==> src/rtl/if_id_queue_if.sv <==
// Handshake bundle between the fetch/decode front end, instruction memory and the EX stage.
// master = front end, slave = memory/EX side.
interface if_id_queue_if;
    logic        imem_req_valid;
    logic        imem_req_ready;
    logic [31:0] imem_req_addr;
    logic        imem_rsp_valid;
    logic [31:0] imem_rsp_data;

    logic        id_valid;
    logic        id_ready;
    logic [31:0] id_pc;
    logic [31:0] id_instr;
    logic [31:0] id_imm;
    logic [4:0]  id_rs1;
    logic [4:0]  id_rs2;
    logic [4:0]  id_rd;
    logic [2:0]  id_funct3;
    logic        id_subtype;
    logic        id_imm_sel;
    logic        id_alu;
    logic        id_lui;
    logic        id_jal;
    logic        id_jalr;
    logic        id_branch;
    logic        id_mem_write;
    logic        id_mem_to_reg;
    logic        id_illegal;

    modport master (
        output imem_req_valid, imem_req_addr,
        input  imem_req_ready,
        input  imem_rsp_valid, imem_rsp_data,
        output id_valid, id_pc, id_instr, id_imm, id_rs1, id_rs2, id_rd, id_funct3,
        output id_subtype, id_imm_sel, id_alu, id_lui, id_jal, id_jalr, id_branch,
        output id_mem_write, id_mem_to_reg, id_illegal,
        input  id_ready
    );

    modport slave (
        input  imem_req_valid, imem_req_addr,
        output imem_req_ready,
        output imem_rsp_valid, imem_rsp_data,
        input  id_valid, id_pc, id_instr, id_imm, id_rs1, id_rs2, id_rd, id_funct3,
        input  id_subtype, id_imm_sel, id_alu, id_lui, id_jal, id_jalr, id_branch,
        input  id_mem_write, id_mem_to_reg, id_illegal,
        output id_ready
    );
endinterface

==> src/rtl/if_id_queue.sv <==
// RISC-V fetch/decode front end: credit-limited fetch, DEPTH-entry instruction FIFO with PC tags,
// registered decode stage with valid/ready handshake, redirect with in-flight discard, sticky fault flag.
module if_id_queue #(
    parameter logic [31:0] RESET = 32'h0000_0000,
    parameter int          DEPTH = 4,
    localparam int         PTR_W = $clog2(DEPTH)
) (
    input  logic              clk,
    input  logic              reset,
    input  logic              flush,
    input  logic [31:0]       flush_pc,
    if_id_queue_if.master     bus,
    output logic [PTR_W:0]    fifo_count,
    output logic              exception
);
    typedef logic [PTR_W-1:0] ptr_t;
    typedef logic [PTR_W:0]   cnt_t;

    localparam logic [6:0] OP_LOAD   = 7'b0000011;
    localparam logic [6:0] OP_STORE  = 7'b0100011;
    localparam logic [6:0] OP_BRANCH = 7'b1100011;
    localparam logic [6:0] OP_JALR   = 7'b1100111;
    localparam logic [6:0] OP_JAL    = 7'b1101111;
    localparam logic [6:0] OP_ARITHI = 7'b0010011;
    localparam logic [6:0] OP_ARITHR = 7'b0110011;
    localparam logic [6:0] OP_LUI    = 7'b0110111;
    localparam logic [2:0] F3_ADD    = 3'b000;
    localparam logic [2:0] F3_SLL    = 3'b001;
    localparam logic [2:0] F3_SR     = 3'b101;
    localparam logic [PTR_W+1:0] DEPTH_U = DEPTH[PTR_W+1:0];

    typedef struct packed {
        logic [31:0] imm;
        logic        imm_sel;
        logic        alu;
        logic        lui;
        logic        jal;
        logic        jalr;
        logic        branch;
        logic        mem_write;
        logic        mem_to_reg;
        logic        illegal;
        logic        subtype;
    } dec_t;

    function automatic dec_t decode(input logic [31:0] ins);
        dec_t       d;
        logic [6:0] op;
        logic [2:0] f3;
        op = ins[6:0];
        f3 = ins[14:12];
        d  = '0;
        case (op)
            OP_LOAD: begin
                d.imm        = {{20{ins[31]}}, ins[31:20]};
                d.imm_sel    = 1'b1;
                d.mem_to_reg = 1'b1;
            end
            OP_STORE: begin
                d.imm       = {{20{ins[31]}}, ins[31:25], ins[11:7]};
                d.mem_write = 1'b1;
            end
            OP_BRANCH: begin
                d.imm    = {{19{ins[31]}}, ins[31], ins[7], ins[30:25], ins[11:8], 1'b0};
                d.branch = 1'b1;
            end
            OP_JALR: begin
                d.imm     = {{20{ins[31]}}, ins[31:20]};
                d.imm_sel = 1'b1;
                d.jalr    = 1'b1;
            end
            OP_JAL: begin
                d.imm = {{11{ins[31]}}, ins[31], ins[19:12], ins[20], ins[30:21], 1'b0};
                d.jal = 1'b1;
            end
            OP_ARITHI: begin
                // Shift-immediates carry a 5-bit shamt; funct7 must not leak into the operand.
                if (f3 == F3_SLL || f3 == F3_SR) d.imm = {27'b0, ins[24:20]};
                else                             d.imm = {{20{ins[31]}}, ins[31:20]};
                d.imm_sel = 1'b1;
                d.alu     = 1'b1;
            end
            OP_ARITHR: begin
                d.alu = 1'b1;
            end
            OP_LUI: begin
                d.imm = {ins[31:12], 12'b0};
                d.lui = 1'b1;
            end
            default: begin
                d.illegal = 1'b1;
            end
        endcase
        d.subtype = ins[30] && !(op == OP_ARITHI && f3 == F3_ADD);
        return d;
    endfunction

    logic [31:0] pc;
    cnt_t        outstanding;
    cnt_t        drop;
    ptr_t        tag_wr;
    ptr_t        tag_rd;
    logic [31:0] tag_q [DEPTH];

    ptr_t        wr_ptr;
    ptr_t        rd_ptr;
    cnt_t        count;
    logic [31:0] fifo_data [DEPTH];
    logic [31:0] fifo_pc   [DEPTH];

    logic        vld_p1;
    logic [31:0] pc_p1;
    logic [31:0] instr_p1;
    dec_t        dec_p1;

    logic [PTR_W+1:0] in_use;
    logic             credit_ok;
    logic             req_fire;
    logic             rsp_fire;
    logic             push;
    logic             load_id;

    // Outstanding requests plus buffered words never exceed DEPTH, so every response has a slot.
    assign in_use    = {1'b0, outstanding} + {1'b0, count};
    assign credit_ok = in_use < DEPTH_U;

    assign bus.imem_req_valid = reset && !exception && !flush && credit_ok;
    assign bus.imem_req_addr  = pc;

    assign req_fire = bus.imem_req_valid && bus.imem_req_ready;
    assign rsp_fire = bus.imem_rsp_valid && (outstanding != '0);
    assign push     = rsp_fire && (drop == '0) && !flush;
    assign load_id  = (count != '0) && (!vld_p1 || bus.id_ready) && !flush;

    // ---- fetch stage: PC, credit and tag queue ----
    always_ff @(posedge clk or negedge reset) begin
        if (!reset) begin
            pc          <= RESET;
            outstanding <= '0;
            drop        <= '0;
            tag_wr      <= '0;
            tag_rd      <= '0;
        end else begin
            if (flush)         pc <= flush_pc;
            else if (req_fire) pc <= pc + 32'd4;

            outstanding <= outstanding + cnt_t'(req_fire) - cnt_t'(rsp_fire);

            if (flush)                         drop <= outstanding - cnt_t'(rsp_fire);
            else if (rsp_fire && drop != '0)   drop <= drop - cnt_t'(1);

            if (req_fire) tag_wr <= tag_wr + ptr_t'(1);
            if (rsp_fire) tag_rd <= tag_rd + ptr_t'(1);
        end
    end

    always_ff @(posedge clk) begin
        if (req_fire) tag_q[tag_wr] <= pc;
    end

    // ---- response stage p0: instruction FIFO ----
    always_ff @(posedge clk or negedge reset) begin
        if (!reset) begin
            wr_ptr <= '0;
            rd_ptr <= '0;
            count  <= '0;
        end else if (flush) begin
            wr_ptr <= '0;
            rd_ptr <= '0;
            count  <= '0;
        end else begin
            if (push)    wr_ptr <= wr_ptr + ptr_t'(1);
            if (load_id) rd_ptr <= rd_ptr + ptr_t'(1);
            count <= count + cnt_t'(push) - cnt_t'(load_id);
        end
    end

    always_ff @(posedge clk) begin
        if (push) begin
            fifo_data[wr_ptr] <= bus.imem_rsp_data;
            fifo_pc[wr_ptr]   <= tag_q[tag_rd];
        end
    end

    // ---- decode stage p1: registered ID->EX bundle ----
    always_ff @(posedge clk or negedge reset) begin
        if (!reset) begin
            vld_p1   <= 1'b0;
            pc_p1    <= '0;
            instr_p1 <= '0;
            dec_p1   <= '0;
        end else if (flush) begin
            vld_p1 <= 1'b0;
        end else if (load_id) begin
            vld_p1   <= 1'b1;
            pc_p1    <= fifo_pc[rd_ptr];
            instr_p1 <= fifo_data[rd_ptr];
            dec_p1   <= decode(fifo_data[rd_ptr]);
        end else if (bus.id_ready) begin
            vld_p1 <= 1'b0;
        end
    end

    always_ff @(posedge clk or negedge reset) begin
        if (!reset) begin
            exception <= 1'b0;
        end else if ((flush && flush_pc[1:0] != 2'b00) || (vld_p1 && dec_p1.illegal)) begin
            exception <= 1'b1;
        end
    end

    assign fifo_count        = count;
    assign bus.id_valid      = vld_p1;
    assign bus.id_pc         = pc_p1;
    assign bus.id_instr      = instr_p1;
    assign bus.id_imm        = dec_p1.imm;
    assign bus.id_rs1        = instr_p1[19:15];
    assign bus.id_rs2        = instr_p1[24:20];
    assign bus.id_rd         = instr_p1[11:7];
    assign bus.id_funct3     = instr_p1[14:12];
    assign bus.id_subtype    = dec_p1.subtype;
    assign bus.id_imm_sel    = dec_p1.imm_sel;
    assign bus.id_alu        = dec_p1.alu;
    assign bus.id_lui        = dec_p1.lui;
    assign bus.id_jal        = dec_p1.jal;
    assign bus.id_jalr       = dec_p1.jalr;
    assign bus.id_branch     = dec_p1.branch;
    assign bus.id_mem_write  = dec_p1.mem_write;
    assign bus.id_mem_to_reg = dec_p1.mem_to_reg;
    assign bus.id_illegal    = dec_p1.illegal;
endmodule
==> src/flat_wrapper.sv <==
// flat-port wrapper written by rule: the top's interface ports become plain ports
module if_id_queue_flat 
#(
    parameter logic [31:0] RESET = 32'h0000_0000,
    parameter int          DEPTH = 4,
    localparam int         PTR_W = $clog2(DEPTH)
)
  (clk, reset, flush, flush_pc, fifo_count, exception, bus_imem_req_valid, bus_imem_req_addr, bus_imem_req_ready, bus_imem_rsp_valid, bus_imem_rsp_data, bus_id_valid, bus_id_pc, bus_id_instr, bus_id_imm, bus_id_rs1, bus_id_rs2, bus_id_rd, bus_id_funct3, bus_id_subtype, bus_id_imm_sel, bus_id_alu, bus_id_lui, bus_id_jal, bus_id_jalr, bus_id_branch, bus_id_mem_write, bus_id_mem_to_reg, bus_id_illegal, bus_id_ready);
  if_id_queue_if bus_i ();
  input  logic clk;
  input  logic reset;
  input  logic flush;
  input  logic [31:0] flush_pc;
  output logic [PTR_W:0] fifo_count;
  output logic exception;
  output wire logic [$bits(bus_i.imem_req_valid)-1:0] bus_imem_req_valid;
  output wire logic [$bits(bus_i.imem_req_addr)-1:0] bus_imem_req_addr;
  input wire logic [$bits(bus_i.imem_req_ready)-1:0] bus_imem_req_ready;
  input wire logic [$bits(bus_i.imem_rsp_valid)-1:0] bus_imem_rsp_valid;
  input wire logic [$bits(bus_i.imem_rsp_data)-1:0] bus_imem_rsp_data;
  output wire logic [$bits(bus_i.id_valid)-1:0] bus_id_valid;
  output wire logic [$bits(bus_i.id_pc)-1:0] bus_id_pc;
  output wire logic [$bits(bus_i.id_instr)-1:0] bus_id_instr;
  output wire logic [$bits(bus_i.id_imm)-1:0] bus_id_imm;
  output wire logic [$bits(bus_i.id_rs1)-1:0] bus_id_rs1;
  output wire logic [$bits(bus_i.id_rs2)-1:0] bus_id_rs2;
  output wire logic [$bits(bus_i.id_rd)-1:0] bus_id_rd;
  output wire logic [$bits(bus_i.id_funct3)-1:0] bus_id_funct3;
  output wire logic [$bits(bus_i.id_subtype)-1:0] bus_id_subtype;
  output wire logic [$bits(bus_i.id_imm_sel)-1:0] bus_id_imm_sel;
  output wire logic [$bits(bus_i.id_alu)-1:0] bus_id_alu;
  output wire logic [$bits(bus_i.id_lui)-1:0] bus_id_lui;
  output wire logic [$bits(bus_i.id_jal)-1:0] bus_id_jal;
  output wire logic [$bits(bus_i.id_jalr)-1:0] bus_id_jalr;
  output wire logic [$bits(bus_i.id_branch)-1:0] bus_id_branch;
  output wire logic [$bits(bus_i.id_mem_write)-1:0] bus_id_mem_write;
  output wire logic [$bits(bus_i.id_mem_to_reg)-1:0] bus_id_mem_to_reg;
  output wire logic [$bits(bus_i.id_illegal)-1:0] bus_id_illegal;
  input wire logic [$bits(bus_i.id_ready)-1:0] bus_id_ready;
  assign bus_imem_req_valid = bus_i.imem_req_valid;
  assign bus_imem_req_addr = bus_i.imem_req_addr;
  assign bus_i.imem_req_ready = bus_imem_req_ready;
  assign bus_i.imem_rsp_valid = bus_imem_rsp_valid;
  assign bus_i.imem_rsp_data = bus_imem_rsp_data;
  assign bus_id_valid = bus_i.id_valid;
  assign bus_id_pc = bus_i.id_pc;
  assign bus_id_instr = bus_i.id_instr;
  assign bus_id_imm = bus_i.id_imm;
  assign bus_id_rs1 = bus_i.id_rs1;
  assign bus_id_rs2 = bus_i.id_rs2;
  assign bus_id_rd = bus_i.id_rd;
  assign bus_id_funct3 = bus_i.id_funct3;
  assign bus_id_subtype = bus_i.id_subtype;
  assign bus_id_imm_sel = bus_i.id_imm_sel;
  assign bus_id_alu = bus_i.id_alu;
  assign bus_id_lui = bus_i.id_lui;
  assign bus_id_jal = bus_i.id_jal;
  assign bus_id_jalr = bus_i.id_jalr;
  assign bus_id_branch = bus_i.id_branch;
  assign bus_id_mem_write = bus_i.id_mem_write;
  assign bus_id_mem_to_reg = bus_i.id_mem_to_reg;
  assign bus_id_illegal = bus_i.id_illegal;
  assign bus_i.id_ready = bus_id_ready;
  if_id_queue #(.RESET(RESET), .DEPTH(DEPTH)) u_core (.clk(clk), .reset(reset), .flush(flush), .flush_pc(flush_pc), .bus(bus_i), .fifo_count(fifo_count), .exception(exception));
endmodule
==> config.mk <==
export PLATFORM = sky130hd
export DESIGN_NAME = if_id_queue_flat
export DESIGN_NICKNAME = d
export VERILOG_FILES = /design/src/rtl/if_id_queue_if.sv /design/src/rtl/if_id_queue.sv /design/src/flat_wrapper.sv
export SDC_FILE = /design/constraint.sdc
export NUM_CORES = 1
export LEC_CHECK = 0
export ABC_CLOCK_PERIOD_IN_PS = 4300
export CORE_MARGIN = 8
export CORE_UTILIZATION = 58
export CTS_BUF_LIST = sky130_fd_sc_hd__clkbuf_4
export CTS_CLUSTER_SIZE = 28
export DETAILED_ROUTE_END_ITERATION = 10
export GPL_TIMING_DRIVEN = 0
export PLACE_DENSITY = 0.8
export RECOVER_POWER = 25
export SETUP_SLACK_MARGIN = 0.1
export SLEW_MARGIN = 0
export SYNTH_ARGS = -nofsm -noshare
export SYNTH_HDL_FRONTEND = slang
export SYNTH_SLANG_ARGS = --single-unit
==> constraint.sdc <==
create_clock -name clk -period 4.3 [get_ports clk]
set_input_delay 0.645 -clock clk [delete_from_list [all_inputs] [get_ports clk]]
set_output_delay 0.645 -clock clk [all_outputs]
set_load 0.03 [all_outputs]
# Yosys cells after proc, flatten, opt, wreduce, memory -nomap -nowiden
# Memories as Yosys holds them, arrays and structs flattened. A register that Yosys moved wholly into a read port is not among the register bits.
# Index checks and enable logic that the tools add are counted.
# classes
add_sub_neg	12
magnitude_cmp	1
eq_ne	10
mux	27
n_bitwise	1
reduce_logical	38
# op_table
cell	count
32-bit case mux with 6 select lines	1
32-bit 2-to-1 mux	3
32-bit by 3-bit adder with 32-bit output (second input constant)	1
7-bit by 6-bit == test with 1-bit output (second input constant)	3
7-bit == test (second input constant)	3
1-bit 2-to-1 mux	16
1-bit logical AND	14
3-bit nonzero test	4
2-bit nonzero test	5
3-bit 2-to-1 mux	3
3-bit by 1-bit subtractor with 3-bit output	3
2-bit by 1-bit adder with 2-bit output (second input constant)	4
2-bit 2-to-1 mux	4
8-bit OR reduction	1
7-bit by 2-bit == test with 1-bit output (second input constant)	1
7-bit by 5-bit == test with 1-bit output (second input constant)	1
3-bit by 1-bit adder with 3-bit output	2
3-bit logical NOT	2
1-bit logical NOT	5
3-bit by 3-bit adder with 4-bit output	1
4-bit by 3-bit less-than comparator with 1-bit output (second input constant)	1
2-bit OR reduction	2
3-bit by 1-bit == test with 1-bit output (second input constant)	1
3-bit == test (second input constant)	1
other kinds (5)	7
# totals
regBits	125
ramBits	384
in_bits	70
n_memories	3
# memory_table
memory	words	width	read_ports	rd_clocked_by_memory_dff	write_ports	line_no	rtl
u_core.fifo_data	4	32	1	0	1	if_id_queue.sv:108	logic [31:0] fifo_data [DEPTH];
u_core.fifo_pc	4	32	1	1	1	if_id_queue.sv:109	logic [31:0] fifo_pc [DEPTH];
u_core.tag_q	4	32	1	0	1	if_id_queue.sv:103	logic [31:0] tag_q [DEPTH];

# Logic depth before layout (Yosys ltp)
# Gate-level depths: netlist (run 1).
# depth
ltp_word	7
mapped_depth	12
mapped_depth_nobuf	11

# Worst setup path after synthesis (run 1)
# OpenSTA, ideal clock, no wires.
# synth_path
kind	input port to flip-flop
start	in bus_imem_rsp_valid
end	mem u_core.fifo_data[0][0], enable pin
t_arrival_ps	2851
required_time_ps	3871
setup_slack_ps	1020
cell_stages	5
n_path_buf	0
cell_sequence	o31ai_1 -> inv_1 -> and3_1 -> nor2b_1 -> and2_1
# synth_between
elab_chain_len	5
# synth_rtl
item	line_no	rtl
start: declaration	flat_wrapper.sv:19	input wire logic [$bits(bus_i.imem_rsp_valid)-1:0] bus_imem_rsp_valid;
1-bit logical AND	if_id_queue.sv:131	assign rsp_fire = bus.imem_rsp_valid && (outstanding != '0);
net u_core.rsp_fire	if_id_queue.sv:119	logic rsp_fire;
1-bit logical AND (2 in a row)	if_id_queue.sv:132	assign push = rsp_fire && (drop == '0) && !flush;
1-bit 2-to-1 mux	if_id_queue.sv:179	if (push) begin
1-bit 2-to-1 mux (not written as such)	if_id_queue.sv:180	fifo_data[wr_ptr] <= bus.imem_rsp_data;
end: declaration	if_id_queue.sv:108	
# The timed path passes the listed nets, and every way through them passes these cells.

# Worst setup path in the final report (run 1)
# layout_path
start	in reset
end	out bus_imem_req_valid
# layout_between
elab_chain_len	3
# layout_rtl
item	line_no	rtl
start: declaration	flat_wrapper.sv:11	input logic reset;
1-bit logical AND (3 in a row)	if_id_queue.sv:127	assign bus.imem_req_valid = reset && !exception && !flush && credit_ok;
end: declaration	flat_wrapper.sv:16	output wire logic [$bits(bus_i.imem_req_valid)-1:0] bus_imem_req_valid;
# No other way between the ends.

==> impl_metrics.csv, run 1 <==
group,metric,value,unit
sta,max_slew.worst_pin.slew,933,ps
setup_path,crit_path_start_kind,"primary input",
sta,final.period_utilization,92.1,%
sta,whs,348,ps
cells_and_area,nNetsFinal,1789,
floorplanning,core,36300,µm²
job,drv_cap,0,
synth,synth_edf_count,384,
setup_path,worst_ep_arrival_time,3320,ps
clock_tree,clock-root-buffer,"clkbuf_4",
synth,synth_nets,1418,
placed_design,hpwl,33.7,mm
setup_path,crit_fanout,118,
clock_tree,cts_htree_levels,4,
clock_tree,clk_latency,810,ps
global_routing,overflow,0,
floorplanning,fp.dieH,208,µm
synth,dominantRegCellSynth,"edfxtp_1",
global_routing,grt_pass1_wl,77.7,mm
cells_and_area,reg_top3,"u_core.fifo_data (128), u_core.fifo_pc (128), u_core.tag_q (128)",
pwr,leakage,9.79,nW
synth,ys_ff_latch,541,
sta,rsz0062_at_grt,"no",
drt,dr.pass1.iters,5,
drt,num_vias,13000,
global_routing,grt_pass1_vias,13900,
cells_and_area,layout.cells.non_filler,2277,
sta,skew,61.2,ps
pwr,p_total,16.4,mW
floorplanning,start_util,58.6,%
drt,drt_iter0_markers,1008,
global_routing,grt_antenna_before_repair,6,
setup_path,crit_type,"primary input to primary output",
global_routing,gr-usage-all-layers,23.3,%
global_routing,grt_max_degree,119,
sta,period_minus_slack,3960,ps
sta,drv_slew,0,
setup_path,critPathRequiredTime,3650,ps
synth,async_flop_share,29.0,%
pwr,powerDensity,629,nW/µm²
sta,fin_tns_setup,0,ps
floorplanning,num_io_pins,232,
status,status,"finished, final reports clean",
synth,synth_cell_types,55,
clock_tree,postCtsHoldBufs,1,
clock_tree,clkSinkCount,541,
setup_path,rr_worst_depth,6,
min_path,hp-class,"primary input to asynchronous set/reset pin",
placed_design,gp_congestion,0.880,
sta,final_hold_viol_count,0,
clock_tree,cts_setup_buffers,0,
clock_tree,path_clk_slew,60,ps
synth,yosys.area.top_type_share,54.1,%
synth,synth_top_area_cell,"edfxtp_1",
setup_path,cp-end-kind,"primary output",
sta,fmax,252,MHz
synth,ys_warn_count,0,
synth,synthTopCellsByArea,"edfxtp_1 54%, dfrtp_1 18%, mux4_2 9.9%",
cells_and_area,drive_gt1_share,20.3,%
drt,vias_per_cell,5.73,
cells_and_area,syn2layout_area_growth,22.8,%
drt,drt_wl_total,50.1,mm
clock_tree,cts_resized,0,
synth,synth_seq_area_share,72.6,%
placed_design,io_buffers,231,
synth,postSynthCellCount,1327,
floorplanning,die_w,208,µm
clock_tree,cts_tree,"done",
synth,syn_area,21300,µm²
drt,ant_nets,0,
sta,slew_headroom,37.8,%
drt,drcViolationCount,0,
clock_tree,clockBufferDepth,3,
sta,setup_viol,0,
placed_design,dp.cells,2031,
pwr,vdd_drop_max,258,µV
clock_tree,cts_buffers,132,
drt,wl_per_cell,22.0,µm
synth,avgSynthCellArea,16.0,µm²
floorplanning,fp-row-count,70,
floorplanning,dieArea,43100,µm²
layout make-up:
cell class                      count  area [µm²]
Buffer                             83         425
Tap cell                          468         586
Clock inverter                     38         277
Inverter                           22        82.6
Fill cell                        2286       10200
Sequential cell                   541       15500
Clock buffer                      200        1500
Antenna cell                        7        17.5
Timing Repair Buffer              237        2460
Multi-Input combinational cell    681        5340
metal layers:
layer | global-route usage [%] | vias up | share of wire, %
met2 | 39.8 | 586 | 51
li1 | - | 5817 | -
met4 | 8.13 | 4 | 2.0
met1 | 28.7 | 6543 | 39
met3 | 6.27 | 88 | 7.4
met5 | 0 | - | 0.052
cells in the mapped netlist (5+ instances only):
cell,number
dfrtp_1,157
edfxtp_1,384
xor2_1,6
nand2_1,273
nor2b_1,7
o311ai_0,9
ha_1,19
mux4_2,94
o21ai_0,41
clkbuf_1,37
nand3_1,16
and3_1,8
a221o_1,8
buf_2,13
and2_1,11
a211oi_1,12
a31oi_1,11
a22o_1,16
inv_1,20
buf_4,18
buf_1,11
nor3b_1,5
nand4_1,6
a21o_1,8
nor3_1,8
a21oi_1,17
o211ai_1,5
xnor2_1,11
nor2_1,49
per-stage QoR:
step                      instance area (µm²)  utilization (%)  worst slack [ps]
after global routing                    26100             71.9               177
final                                   26200             72.0               339
after CTS                               26100             71.9               335
after detailed placement                24400             67.0               241
after floorplan                         21300                -              1020
after global placement                  24200             66.6             -5700
power breakdown:
| group | switching (mW) | internal [mW] |
|---|---|---|
| clock network | 1.95 | 2.38 |
| registers | 0.420 | 6.33 |
| logic | 3.15 | 2.22 |
cells in the final DEF (no fill, tap or decap), drive strengths merged, types with 4 or more instances in the layout:
master,synthesis,routed
diode,0,7
nor3b,5,5
xnor2,11,11
mux4,96,96
nand4,6,6
o311ai,9,9
xor2,6,6
clkdlybuf4s50,0,198
a211oi,12,12
a21o,8,8
edfxtp,384,384
and2,11,11
buf,46,52
a22o,16,16
clkinv,2,30
a21oi,17,17
ha,19,19
and3b,5,5
a221oi,4,4
nor4,4,4
clkbuf,37,237
and3,8,8
nor3,8,8
o211ai,5,5
nor2b,7,7
nor2,49,49
dfrtp,157,157
bufinv,0,4
nand2,274,274
inv,20,23
dlygate4sd3,0,33
a31oi,11,11
nand3,16,16
a221o,8,8
o21ai,41,41
critical path, stage by stage:
cell             delay, ps
dlygate4sd3_1          570
buf_8                  320
buf_16                 450
nor2b_1                250
and3_1                 200
clkdlybuf4s50_1        680
final timing paths:
check                                               end            startpoint  slack [ps]
min in group clk           u_core.bus.imem_req_addr[16]          flush_pc[16]         440
min                             u_core.bus.id_instr[27]                 reset         350
max                                  bus_imem_req_valid                 reset         340
min reg2reg                           u_core.bus.id_lui     u_core.bus.id_lui         470
max reg2reg                         u_core.tag_q[3][19]  u_core.fifo_count[2]         950
max in group asynchronous   u_core.bus.imem_req_addr[8]                 reset        2940
cell families after synthesis:
| family | synth area share [%] |
|---|---|
| flip-flops | 72.6 |
| AND/OR/NAND/NOR | 8.17 |
| AO/OA/AOI/OAI | 4.41 |
| buffers and inverters | 2.39 |
| multiplexers | 10.4 |
| adder cells (fa/ha/maj) | 1.30 |
| XOR/XNOR | 0.699 |
No activity file was read; power rests on OpenSTA's default activity.
==> inputs of run 2 (changes only) <==
Settings changed: HOLD_SLACK_MARGIN set to 0.1.
==> results of run 2 <==
The final DEF is identical to that of run 1; final timing and power are the same.
==> inputs of run 3 (changes only) <==
Settings changed: CORE_UTILIZATION 58 to 28, PLACE_DENSITY 0.8 to 0.43.
==> run 3 against run 2 <==
Net effect: setup slack improved by 320 ps; largest power group unchanged; core utilization fell by 36 points; register-to-register slack worse by 60 ps; total power is 3.7% higher; die area up 98%; combinational power increased by 2%; clock skew rose by 1.7 ps; clock-buffer cell count is 31 higher; highest routed layer unchanged; largest cell class unchanged.
==> impl_metrics.csv, run 3 (synthesized netlist as in run 1, its figures left out) <==
group,metric,value,unit
status,status,"finished, final reports clean",
clock_tree,cts_htree_levels,4,
cells_and_area,layout_common_cells,"384 x edfxtp_1, 273 x nand2_1, 231 x clkbuf_4",
sta,skew,62.8,ps
drt,wl_per_cell,20.8,µm
setup_path,rrSetupSlack,890,ps
floorplanning,die_w,292,µm
pwr,vdd_drop_max,154,µV
placed_design,place_area,25100,µm²
sta,final.period_utilization,84.7,%
floorplanning,dieArea,85100,µm²
cells_and_area,final_common_cell,"edfxtp_1",
global_routing,grt_pass1_vias,13900,
setup_path,path_buf_inv,3,
clock_tree,path_clk_slew,60,ps
clock_tree,clockBufferDepth,3,
drt,ant_nets,0,
setup_path,crit_type,"primary input to primary output",
setup_path,cp-end-kind,"primary output",
drt,num_vias,12900,
cells_and_area,drive_gt1_share,21.6,%
drt,drcViolationCount,0,
setup_path,cp_slowest_cell,"clkdlybuf4s50_1",
sta,period_minus_slack,3640,ps
placed_design,io_buffers,231,
floorplanning,start_util,28.2,%
drt,vias_per_cell,4.54,
setup_path,crit_fanout,103,
cells_and_area,fin_util,35.9,%
floorplanning,num_io_pins,232,
sta,rsz0062_at_grt,"no",
drt,dr.pass1.iters,5,
sta,fmax,275,MHz
cells_and_area,syn2layout_area_growth,27.3,%
setup_path,crit_path_start_kind,"primary input",
cells_and_area,nNetsFinal,1812,
min_path,whs_endpoint,"u_core.bus.imem_req_addr[7]",
clock_tree,cts_setup_buffers,0,
drt,drt_iter0_markers,539,
setup_path,worst_ep_arrival_time,3000,ps
clock_tree,cts_tree,"done",
placed_design,hpwl,39.7,mm
sta,slew_headroom,36.7,%
setup_path,rr_endpoint,"u_core.fifo_count[2]",
setup_path,crit_family,"buffers and inverters",
clock_tree,clk_latency,960,ps
drt,drt_wl_total,58.8,mm
pwr,leakage,9.96,nW
setup_path,cpPeakStageDelay,690,ps
setup_path,rr_worst_depth,12,
floorplanning,core,75600,µm²
pwr,powerDensity,629,nW/µm²
global_routing,gr-usage-all-layers,13.8,%
setup_path,regToRegStartpoint,"u_core.fifo_count[1]",
sta,final_hold_viol_count,0,
global_routing,grt_pass1_wl,88.4,mm
global_routing,grt_max_degree,104,
cells_and_area,reg_top3,"u_core.fifo_data (128), u_core.fifo_pc (128), u_core.tag_q (128)",
min_path,min_from,"flush_pc[7]",
clock_tree,clock-root-buffer,"clkbuf_4",
placed_design,gp_congestion,0.793,
job,drv_cap,0,
global_routing,overflow,0,
clock_tree,cts_buffers,151,
floorplanning,fp-row-count,101,
min_path,hp-class,"primary input to register",
sta,drv_slew,0,
floorplanning,fp.dieH,292,µm
clock_tree,clkSinkCount,541,
cells_and_area,stdcell_area,27100,µm²
setup_path,path_cells,"dlygate4sd3_1, buf_8, nor2b_1, and3_1, clkdlybuf4s50_1",
sta,setup_viol,0,
sta,max_slew.worst_pin.slew,949,ps
min_path,min_path_cells,3,
global_routing,grt_antenna_before_repair,8,
setup_path,critPathRequiredTime,3650,ps
-- run 3: worst register-to-register path, stage by stage, from the launching register on --
cell,delay (ps)
dfrtp_1,490
nor3_1,120
a21oi_1,380
nand2b_1,200
clkinv_1,220
clkbuf_1,680
ha_1,370
inv_1,50
ha_1,130
inv_1,50
fa_1,370
xnor2_1,160
nor2_1,50
-- run 3: through the flow --
step	setup slack (ps)	std cells	hold WS (ps)	total power [mW]	TNS, ps
finish	659	2832	289	17.0	0
global route	439	2830	165	18.1	0
CTS	557	2823	137	17.4	0
detailed placement	154	2545	462	12.5	0
global placement	-6660	2536	463	12.5	-2184650
floorplan	1020	1327	349	10.2	0
-- run 3: power breakdown --
group	switching, mW	internal (mW)
clock	2.17	2.63
combinational	3.26	2.22
sequential	0.432	6.33
total	5.86	11.2
-- run 3: worst max-delay path by stage --
stage                     slack [ps]                endpoint          startpoint  cells past startpoint
after floorplan                 1020  u_core.fifo_data[0][0]  bus_imem_rsp_valid                      5
after global placement         -6660     u_core.tag_q[0][18]               reset                      6
after detailed placement         150    u_core.fifo_count[2]        bus_id_ready                     13
after CTS                        560      bus_imem_req_valid               reset                      5
after global routing             440      bus_imem_req_valid               reset                      5
final                            660      bus_imem_req_valid               reset                      5
-- run 3: metal layers --
| layer | global-route usage, % | vias up | wire (µm) |
|---|---|---|---|
| li1 | - | 5889 | - |
| met4 | 4.82 | 2 | 1380 |
| met5 | 0 | - | 13 |
| met1 | 17.1 | 6482 | 25900 |
| met3 | 4.49 | 102 | 3320 |
| met2 | 22.6 | 378 | 28200 |
-- run 3: cell type report --
cell class                 count  area [µm²]
buffer                        83         425
timing repair buffer         241        2540
sequential                   541       15500
clock inverter                46         279
multi-input combinational    681        5340
tap                          978        1220
inverter                      22        82.6
fill                        7326       48500
antenna                        9        22.5
clock buffer                 231        1730
-- run 3: repair_timing --
action / in CTS / in global routing
gates resized for setup: 0 / 0
endpoints found under the hold margin: 101 / 0
hold buffers: 1 / 0
